`src/rtl/uart_cmd_ctrl_if.sv`:
```
// Register-write bus between the UART command controller and the
// downstream register file.
//   wr_valid : write request, held until accepted
//   wr_addr  : write address, stable while wr_valid & !wr_ready
//   wr_data  : write data, stable while wr_valid & !wr_ready
//   wr_ready : downstream accepts the write when wr_valid & wr_ready
interface uart_cmd_ctrl_if;
  logic       wr_valid;
  logic [7:0] wr_addr;
  logic [7:0] wr_data;
  logic       wr_ready;

  modport master (
    output wr_valid,
    output wr_addr,
    output wr_data,
    input  wr_ready
  );

  modport slave (
    input  wr_valid,
    input  wr_addr,
    input  wr_data,
    output wr_ready
  );
endinterface

```
`src/rtl/uart_cmd_ctrl.sv`:
```
// Frame-level controller behind the UART receiver. Parses frames of the form
// [SYNC][ADDR][LEN][DATA x LEN][CHK], buffers the payload and checks that the
// 8-bit sum of ADDR..CHK is zero. Only a verified frame is written out over
// the register bus, one valid/ready write per payload byte.
// Ports:
//   i_clk, i_rst   : clock, synchronous active-high reset
//   i_rx_valid     : one-cycle byte strobe from the UART receiver
//   i_rx_byte      : received byte
//   wr             : register-write bus (master side)
//   o_frame_ok     : pulse, frame committed
//   o_frame_err    : pulse, frame dropped
//   o_err_code     : last error (1 checksum, 2 bad length, 3 timeout)
//   o_overrun      : pulse, byte discarded because it arrived during a commit
//   o_busy         : controller is not idle
module uart_cmd_ctrl #(
  parameter logic [7:0] SYNC_BYTE    = 8'hA5,
  parameter int         MAX_LEN      = 16,
  parameter int         TIMEOUT_CLKS = 43400
) (
  input  logic             i_clk,
  input  logic             i_rst,
  input  logic             i_rx_valid,
  input  logic [7:0]       i_rx_byte,
  uart_cmd_ctrl_if.master  wr,
  output logic             o_frame_ok,
  output logic             o_frame_err,
  output logic [1:0]       o_err_code,
  output logic             o_overrun,
  output logic             o_busy
);

  localparam int IDX_W = (MAX_LEN > 1) ? $clog2(MAX_LEN) : 1;
  localparam int TO_W  = $clog2(TIMEOUT_CLKS + 1);
  localparam logic [TO_W-1:0] TO_LAST = TO_W'(TIMEOUT_CLKS - 1);

  typedef enum logic [2:0] {
    IDLE, GET_ADDR, GET_LEN, GET_DATA, GET_CHK, COMMIT
  } state_t;

  state_t            state_q, state_d;
  logic [IDX_W-1:0]  idx_q, idx_d;
  logic [7:0]        sum_q, sum_d;
  logic [TO_W-1:0]   to_q, to_d;
  logic              ok_q, ok_d;
  logic              err_q, err_d;
  logic [1:0]        code_q, code_d;
  logic              ovr_q, ovr_d;

  // Payload storage and frame header fields carry no reset; they are only
  // read in states reachable after being written.
  logic [7:0]        buf_mem [MAX_LEN];
  logic [7:0]        base_q;
  logic [IDX_W-1:0]  last_q;
  logic              buf_we;
  logic              base_we;
  logic              last_we;

  logic              in_frame;
  logic [7:0]        sum_in;

  assign in_frame = (state_q == GET_ADDR) || (state_q == GET_LEN) ||
                    (state_q == GET_DATA) || (state_q == GET_CHK);
  assign sum_in   = sum_q + i_rx_byte;

  always_ff @(posedge i_clk) begin
    if (i_rst) begin
      state_q <= IDLE;
      idx_q   <= '0;
      sum_q   <= '0;
      to_q    <= '0;
      ok_q    <= 1'b0;
      err_q   <= 1'b0;
      code_q  <= 2'd0;
      ovr_q   <= 1'b0;
    end else begin
      state_q <= state_d;
      idx_q   <= idx_d;
      sum_q   <= sum_d;
      to_q    <= to_d;
      ok_q    <= ok_d;
      err_q   <= err_d;
      code_q  <= code_d;
      ovr_q   <= ovr_d;
    end
  end

  always_ff @(posedge i_clk) begin
    if (buf_we)  buf_mem[idx_q] <= i_rx_byte;
    if (base_we) base_q <= i_rx_byte;
    if (last_we) last_q <= IDX_W'(i_rx_byte - 8'd1);
  end

  always_comb begin
    state_d = state_q;
    idx_d   = idx_q;
    sum_d   = sum_q;
    to_d    = to_q;
    ok_d    = 1'b0;
    err_d   = 1'b0;
    code_d  = code_q;
    ovr_d   = 1'b0;
    buf_we  = 1'b0;
    base_we = 1'b0;
    last_we = 1'b0;

    // Inter-byte timer; a byte on the expiry cycle wins because the
    // state case below overrides state_d only when a byte is present,
    // and expiry is only taken when no byte is present.
    if (in_frame) begin
      if (i_rx_valid) begin
        to_d = '0;
      end else if (to_q == TO_LAST) begin
        err_d   = 1'b1;
        code_d  = 2'd3;
        state_d = IDLE;
      end else begin
        to_d = to_q + 1'b1;
      end
    end

    case (state_q)
      IDLE: begin
        if (i_rx_valid && (i_rx_byte == SYNC_BYTE)) begin
          state_d = GET_ADDR;
          to_d    = '0;
          idx_d   = '0;
          sum_d   = '0;
        end
      end
      GET_ADDR: begin
        if (i_rx_valid) begin
          base_we = 1'b1;
          sum_d   = i_rx_byte;
          state_d = GET_LEN;
        end
      end
      GET_LEN: begin
        if (i_rx_valid) begin
          if ((i_rx_byte == 8'd0) || (int'(i_rx_byte) > MAX_LEN)) begin
            err_d   = 1'b1;
            code_d  = 2'd2;
            state_d = IDLE;
          end else begin
            last_we = 1'b1;
            sum_d   = sum_in;
            idx_d   = '0;
            state_d = GET_DATA;
          end
        end
      end
      GET_DATA: begin
        if (i_rx_valid) begin
          buf_we = 1'b1;
          sum_d  = sum_in;
          if (idx_q == last_q) begin
            idx_d   = '0;
            state_d = GET_CHK;
          end else begin
            idx_d = idx_q + 1'b1;
          end
        end
      end
      GET_CHK: begin
        if (i_rx_valid) begin
          sum_d = sum_in;
          if (sum_in == 8'd0) begin
            idx_d   = '0;
            state_d = COMMIT;
          end else begin
            err_d   = 1'b1;
            code_d  = 2'd1;
            state_d = IDLE;
          end
        end
      end
      COMMIT: begin
        // Incoming bytes are dropped, including SYNC; the commit carries on.
        if (i_rx_valid) ovr_d = 1'b1;
        if (wr.wr_ready) begin
          if (idx_q == last_q) begin
            idx_d   = '0;
            ok_d    = 1'b1;
            state_d = IDLE;
          end else begin
            idx_d = idx_q + 1'b1;
          end
        end
      end
      default: state_d = IDLE;
    endcase
  end

  // Address and data depend only on idx_q, which moves only on a handshake,
  // so they hold steady while the downstream stalls.
  assign wr.wr_valid = (state_q == COMMIT);
  assign wr.wr_addr  = (state_q == COMMIT) ? (base_q + 8'(idx_q)) : 8'd0;
  assign wr.wr_data  = (state_q == COMMIT) ? buf_mem[idx_q] : 8'd0;

  assign o_frame_ok  = ok_q;
  assign o_frame_err = err_q;
  assign o_err_code  = code_q;
  assign o_overrun   = ovr_q;
  assign o_busy      = (state_q != IDLE);

endmodule
```
`src/flat_wrapper.sv`:
```
// flat-port wrapper written by rule: the top's interface ports become plain ports
module uart_cmd_ctrl_flat 
#(
  parameter logic [7:0] SYNC_BYTE    = 8'hA5,
  parameter int         MAX_LEN      = 16,
  parameter int         TIMEOUT_CLKS = 43400
)
  (i_clk, i_rst, i_rx_valid, i_rx_byte, o_frame_ok, o_frame_err, o_err_code, o_overrun, o_busy, wr_wr_valid, wr_wr_addr, wr_wr_data, wr_wr_ready);
  uart_cmd_ctrl_if wr_i ();
  input  logic i_clk;
  input  logic i_rst;
  input  logic i_rx_valid;
  input  logic [7:0] i_rx_byte;
  output logic o_frame_ok;
  output logic o_frame_err;
  output logic [1:0] o_err_code;
  output logic o_overrun;
  output logic o_busy;
  output wire logic [$bits(wr_i.wr_valid)-1:0] wr_wr_valid;
  output wire logic [$bits(wr_i.wr_addr)-1:0] wr_wr_addr;
  output wire logic [$bits(wr_i.wr_data)-1:0] wr_wr_data;
  input wire logic [$bits(wr_i.wr_ready)-1:0] wr_wr_ready;
  assign wr_wr_valid = wr_i.wr_valid;
  assign wr_wr_addr = wr_i.wr_addr;
  assign wr_wr_data = wr_i.wr_data;
  assign wr_i.wr_ready = wr_wr_ready;
  uart_cmd_ctrl #(.SYNC_BYTE(SYNC_BYTE), .MAX_LEN(MAX_LEN), .TIMEOUT_CLKS(TIMEOUT_CLKS)) u_core (.i_clk(i_clk), .i_rst(i_rst), .i_rx_valid(i_rx_valid), .i_rx_byte(i_rx_byte), .wr(wr_i), .o_frame_ok(o_frame_ok), .o_frame_err(o_frame_err), .o_err_code(o_err_code), .o_overrun(o_overrun), .o_busy(o_busy));
endmodule
```
`config.mk`:
```
export PLATFORM = sky130hd
export DESIGN_NAME = uart_cmd_ctrl_flat
export DESIGN_NICKNAME = d
export VERILOG_FILES = /design/src/rtl/uart_cmd_ctrl_if.sv /design/src/rtl/uart_cmd_ctrl.sv /design/src/flat_wrapper.sv
export SDC_FILE = /design/constraint.sdc
export NUM_CORES = 1
export LEC_CHECK = 0
export ABC_CLOCK_PERIOD_IN_PS = 6050
export BUFFER_PORTS_ARGS = -buffer_cell sky130_fd_sc_hd__buf_4
export CAP_MARGIN = 20
export CORE_MARGIN = 8
export CORE_UTILIZATION = 66
export CTS_BUF_LIST = sky130_fd_sc_hd__clkbuf_4
export DETAILED_ROUTE_END_ITERATION = 10
export GPL_TIMING_DRIVEN = 0
export PLACE_DENSITY = 0.85
export SYNTH_ARGS = -nofsm -noshare
export SYNTH_HDL_FRONTEND = slang
export SYNTH_SLANG_ARGS = --single-unit
```
`constraint.sdc`:
```
create_clock -name i_clk -period 6.05 [get_ports i_clk]
set_input_delay 0.9075 -clock i_clk [delete_from_list [all_inputs] [get_ports i_clk]]
set_output_delay 0.9075 -clock i_clk [all_outputs]
set_load 0.1 [all_outputs]
```
# Word-level counts from Yosys, hierarchy flattened
# Memories as Yosys holds them, arrays and structs flattened. A register that Yosys moved wholly into a read port is not among the register bits.
# Cells that the tools add are included.
word_totals:
  register_bits: 48
  ram_bits: 128
  inputBits: 12
  mem_count: 1
memory_table:
  columns: ["memory", "words", "width", "read_ports", "rd_clocked_by_memory_dff", "wr", "line_no", "source"]
  rows:
  - ["u_core.buf_mem", 16, 8, 1, 1, 1, "uart_cmd_ctrl.sv:51", "logic [7:0] buf_mem [MAX_LEN];"]
op_classes:
  n_addsub: 5
  order_cmp: 1
  n_eq_ne: 17
  n_mux: 63
  bitwise: 2
  reduce_logical: 16
op_table:
  columns: ["operator", "count"]
  rows:
  - ["$mux W16", 5]
  - ["$mux W8", 7]
  - ["$mux W4", 10]
  - ["$mux W3", 12]
  - ["$pmux W8 S4", 1]
  - ["$pmux W4 S5", 1]
  - ["$pmux W3 S6", 1]
  - ["$add A16 B1 Y16 const B", 1]
  - ["$eq A16 B16 Y1 const B", 1]
  - ["$logic_not A8 Y1", 2]
  - ["$mux W1", 16]
  - ["$mux W2", 8]
  - ["$ne A2 B2 Y1 const B", 6]
  - ["$add A8 B4 Y8", 1]
  - ["$add A8 B8 Y8", 1]
  - ["$eq A8 B8 Y1 const B", 1]
  - ["$gt A8 B5 Y1 const B", 1]
  - ["$reduce_and A8 Y1", 1]
  - ["$eq A3 B2 Y1 const B", 2]
  - ["$eq A3 B3 Y1 const B", 2]
  - ["$ne A2 B1 Y1 const B", 3]
  - ["$reduce_and A6 Y1", 1]
  - ["$reduce_bool A5 Y1", 1]
  - ["$add A4 B1 Y4 const B", 1]
  - ["13 further kinds", 18]

# Logic depth before layout (Yosys ltp)
depth:
  ltp_word: 8
  depth_mapped: 9
  mapped_depth_nobuf: 9

# Worst setup path after synthesis
# No wires, ideal clock.
synth_path:
  kind: "register to output"
  startpoint: "register u_core.state_q[1]"
  endpoint: "output port wr_wr_addr[3]"
  arrival_time_ps: 3255
  slack_ps: 1887
  stages_incl_launch_ff: 6
  n_path_buf: 2
  cell_sequence: "dfxtp_1 -> buf_2 -> and2b_1 -> nand2_1 -> clkbuf_1 -> nor3_1"
synth_via:
  elab_chain_cells: 2
synth_rtl:
  columns: ["element", "line_no", "source"]
  rows:
  - ["from (decl)", "uart_cmd_ctrl.sv:40", "state_t state_q, state_d;"]
  - ["from (signal assigned)", "uart_cmd_ctrl.sv:76", "state_q <= state_d;"]
  - ["$eq A3 B3 Y1", "uart_cmd_ctrl.sv:196", "assign wr.wr_addr = (state_q == COMMIT) ? (base_q + 8'(idx_q)) : 8'd0;"]
  - ["$mux W8", "uart_cmd_ctrl.sv:196", null]
  - ["to (decl)", "flat_wrapper.sv:20", "output wire logic [$bits(wr_i.wr_addr)-1:0] wr_wr_addr;"]
# No other way between the ends.

# Worst setup path after layout
# Ends and elaborated chain as after synthesis.

==> impl_metrics.ini <==
[status]
outcome = complete, no violations

[synth]
synth_edf_count = 140
synth.top_cell.area_share = 0.5232
syn_nets = 584
ys_seq_area_frac = 0.6229
synth-main-ff-cell = edfxtp_1
synth_seq_cells = 180
ys_warn_count = 0
synthTopCellsByArea = edfxtp_1, mux4_2, dfxtp_1
async_reset_ff_frac = 0
syn_inst = 552
syn_avg_cell_area_um2 = 14.56
synth_area_um2 = 8035
yosysUniqueCellTypes = 67
synth_top_area_cell = edfxtp_1

[clocking]
clk_path_buf_depth = 2
cts_hold_buf = 0
htree_levels = 4
postCtsSetupBuffers = 0
cts.sinks = 180
numCtsBuffers = 17
clk_latency_ns = 0.58
cts-root-buf = clkbuf_4
cts_resized = 0
tritoncts = yes
clk_pin_slew_ns = 0.13

[placement]
place_hpwl_mm = 11.94
dp_worst_setup_slack_ns = 2.526
io_buffers = 34
gp_congestion = 0.9351
placed_cells = 737
dpl-instance-area_um2 = 8504

[critical_path]
cp.arrival_ns = 2.94
reg2reg_to = u_core.buf_mem[2][3]$_DFFE_PP_
cp-end-kind = output pin
worst-path-max-fanout = 10
crit_start = u_core.state_q[1]$_SDFF_PP0_
max_stage_delay_ns = 0.55
path_buf_inv = 3
cp_cell_sequence = buf_2 > and2b_1 > nand2_1 > clkbuf_1 > nor3_1 > buf_4
reg2reg_depth = 6
reg2reg_slack_ns = 3.24
crit_type = reg -> out
cpMaxStageDelayCell = clkbuf_1
cpLargestDelayFamily = buffers and inverters
cp-endpoint = wr_wr_addr[3]
crit_required_ns = 5.14
cp-start-kind = flop
critical_path_depth = 6
rr_startpoint = u_core.state_q[1]$_SDFF_PP0_

[timing]
post-route-period-util = 0.6362
rsz0062_at_grt = false
tightestPinTransition_ns = 0.9876
finalSetupViolCount = 0
final_hold_viol_count = 0
maxSlewViolCount = 0
slew_headroom = 0.3391
fmax_mhz = 259.8
fin_skew_ns = 0.01762
period_minus_slack_ns = 3.849
timing.final.ws_setup_ns = 2.201
tns_ns = 0

[routing]
wire_per_inst_um = 22.55
wirelength_mm = 17.36
first_iter_violations = 427
drc = 0
viasPerCell = 6.475
first_pass_iters = 7
postRouteAntennaNets = 0
vias = 4986

[power_and_ir_drop]
internal-power_w = 0.001595
p_seq_frac = 0.654
vdd_ir_drop_max_v = 0.0001349
p_leak_nw = 2.953
p_comb_frac = 0.025
cellPowerDensity_nw_per_um2 = 231.4
p_sw_frac = 0.2150
clock_power_share = 0.321
net-switching-power_w = 0.0004368
power_w = 0.002032

[min_path]
worstHoldStart = u_core.sum_q[0]$_SDFFE_PP0P_
hp-class = reg -> reg

[finish]
drive_above_1_share = 0.2186
area_growth_syn_to_layout_pct = 9.281
fin_area_um2 = 8781
final_nets = 641
layout.cells.most_common = edfxtp_1
fin_cells = 770
layout_common_cells = edfxtp_1, nor2_1, mux4_2, dfxtp_1, buf_4

[flow_run]
max_cap_viol_count = 0

[grt]
grt_first_pass_wirelength_mm = 27.28
grt.overflow.total = 0
grt_usage = 0.2253
antenna_found_initial = 1
grt_max_degree = 24
met1_usage = 0.2857
met2_usage = 0.3748
top_usage_layer = met2
grt_use_met3 = 0.04943
grt_pass1_vias = 4987

[floorplanning]
die_width_um = 126.3
rows = 40
io_pins = 35
placeableCoreArea_um2 = 11960
fp.dieH_um = 126.3
start_util = 0.6718
die_area_um2 = 15960
layer usage:
| layer | up-vias | wire length, um |
|---|---|---|
| met2 | 209 | 8738 |
| met5 | - | 0 |
| met1 | 2491 | 7129 |
| li1 | 2256 | - |
| met4 | 0 | 372 |
| met3 | 30 | 1125 |
cells in the mapped netlist, drive strengths merged (11+ instances only):
cell type,count
a21oi,22
clkbuf,11
dfxtp,40
edfxtp,140
ha,18
inv,12
mux4,40
nand2,32
nand3,15
nor2,57
nor3,14
xor2,24
registers in the layout, summed over array words and instances (netlist names), named ones only:
signal / cells
u_core.buf_mem: 128
u_core.to_q: 16
u_core.base_q: 8
u_core.sum_q: 8
u_core.idx_q: 4
u_core.last_q: 4
u_core.state_q: 3
u_core.o_err_code: 2
u_core.o_frame_err: 1
u_core.o_frame_ok: 1
u_core.o_overrun: 1
tightest hold or removal path: stages (launching register included):
cell	delay, ns
dfxtp_1	0.33
nor2_1	0.10
a211oi_1	0.05
logic make-up (layout without fill, tap and decap cells):
logic type / after synthesis / in the layout / synth area share
XOR/XNOR: 33 / 33 / 0.03597
adder cells (fa/ha/maj): 20 / 20 / 0.03301
other: 0 / 1 / 0
multiplexers: 41 / 41 / 0.1134
AND/OR/NAND/NOR: 167 / 167 / 0.1056
AO/OA/AOI/OAI: 78 / 78 / 0.07070
buffers and inverters: 33 / 103 / 0.01853
flip-flops: 180 / 180 / 0.6229
how the worst min path moves through the flow:
stage	endpoint	slack (ns)	cells past startpoint
after floorplan	u_core.to_q[15]$_SDFF_PP0_	0.47	2
after global placement	u_core.sum_q[6]$_SDFFE_PP0P_	0.49	2
after detailed placement	u_core.sum_q[6]$_SDFFE_PP0P_	0.50	2
after CTS	u_core.o_frame_ok$_SDFF_PP0_	0.48	2
after global routing	u_core.o_frame_ok$_SDFF_PP0_	0.49	2
final	u_core.sum_q[0]$_SDFFE_PP0P_	0.52	2
metrics by stage:
stage	hold slack (ns)	util
floorplan	0.4715	-
global route	0.4919	0.7341
CTS	0.4782	0.7339
detailed placement	0.4983	0.7110
finish	0.5181	0.7341
global placement	0.4895	0.7085
power by group through the flow:
| stage | Sequential (W) | Clock, W | Combinational (W) |
|---|---|---|---|
| global placement | 0.00136 | 0 | 0.0000475 |
| floorplan | 0.00136 | 0 | 0.0000189 |
| detailed placement | 0.00136 | 0 | 0.0000503 |
| CTS | 0.00133 | 0.000661 | 0.0000505 |
| global route | 0.00133 | 0.000704 | 0.0000551 |
| finish | 0.00133 | 0.000651 | 0.0000513 |
cell type report:
| class | count | area [um2] |
|---|---|---|
| clock buffer | 19 | 142.6 |
| antenna | 1 | 2.502 |
| tap | 147 | 183.9 |
| clock inverter | 13 | 131.4 |
| timing repair buffer | 38 | 285.3 |
| fill | 776 | 3181 |
| inverter | 12 | 45.04 |
| buffer | 21 | 103.9 |
| sequential | 180 | 5005 |
| multi-input combinational | 339 | 2882 |
(Power assumes the default switching activity.)
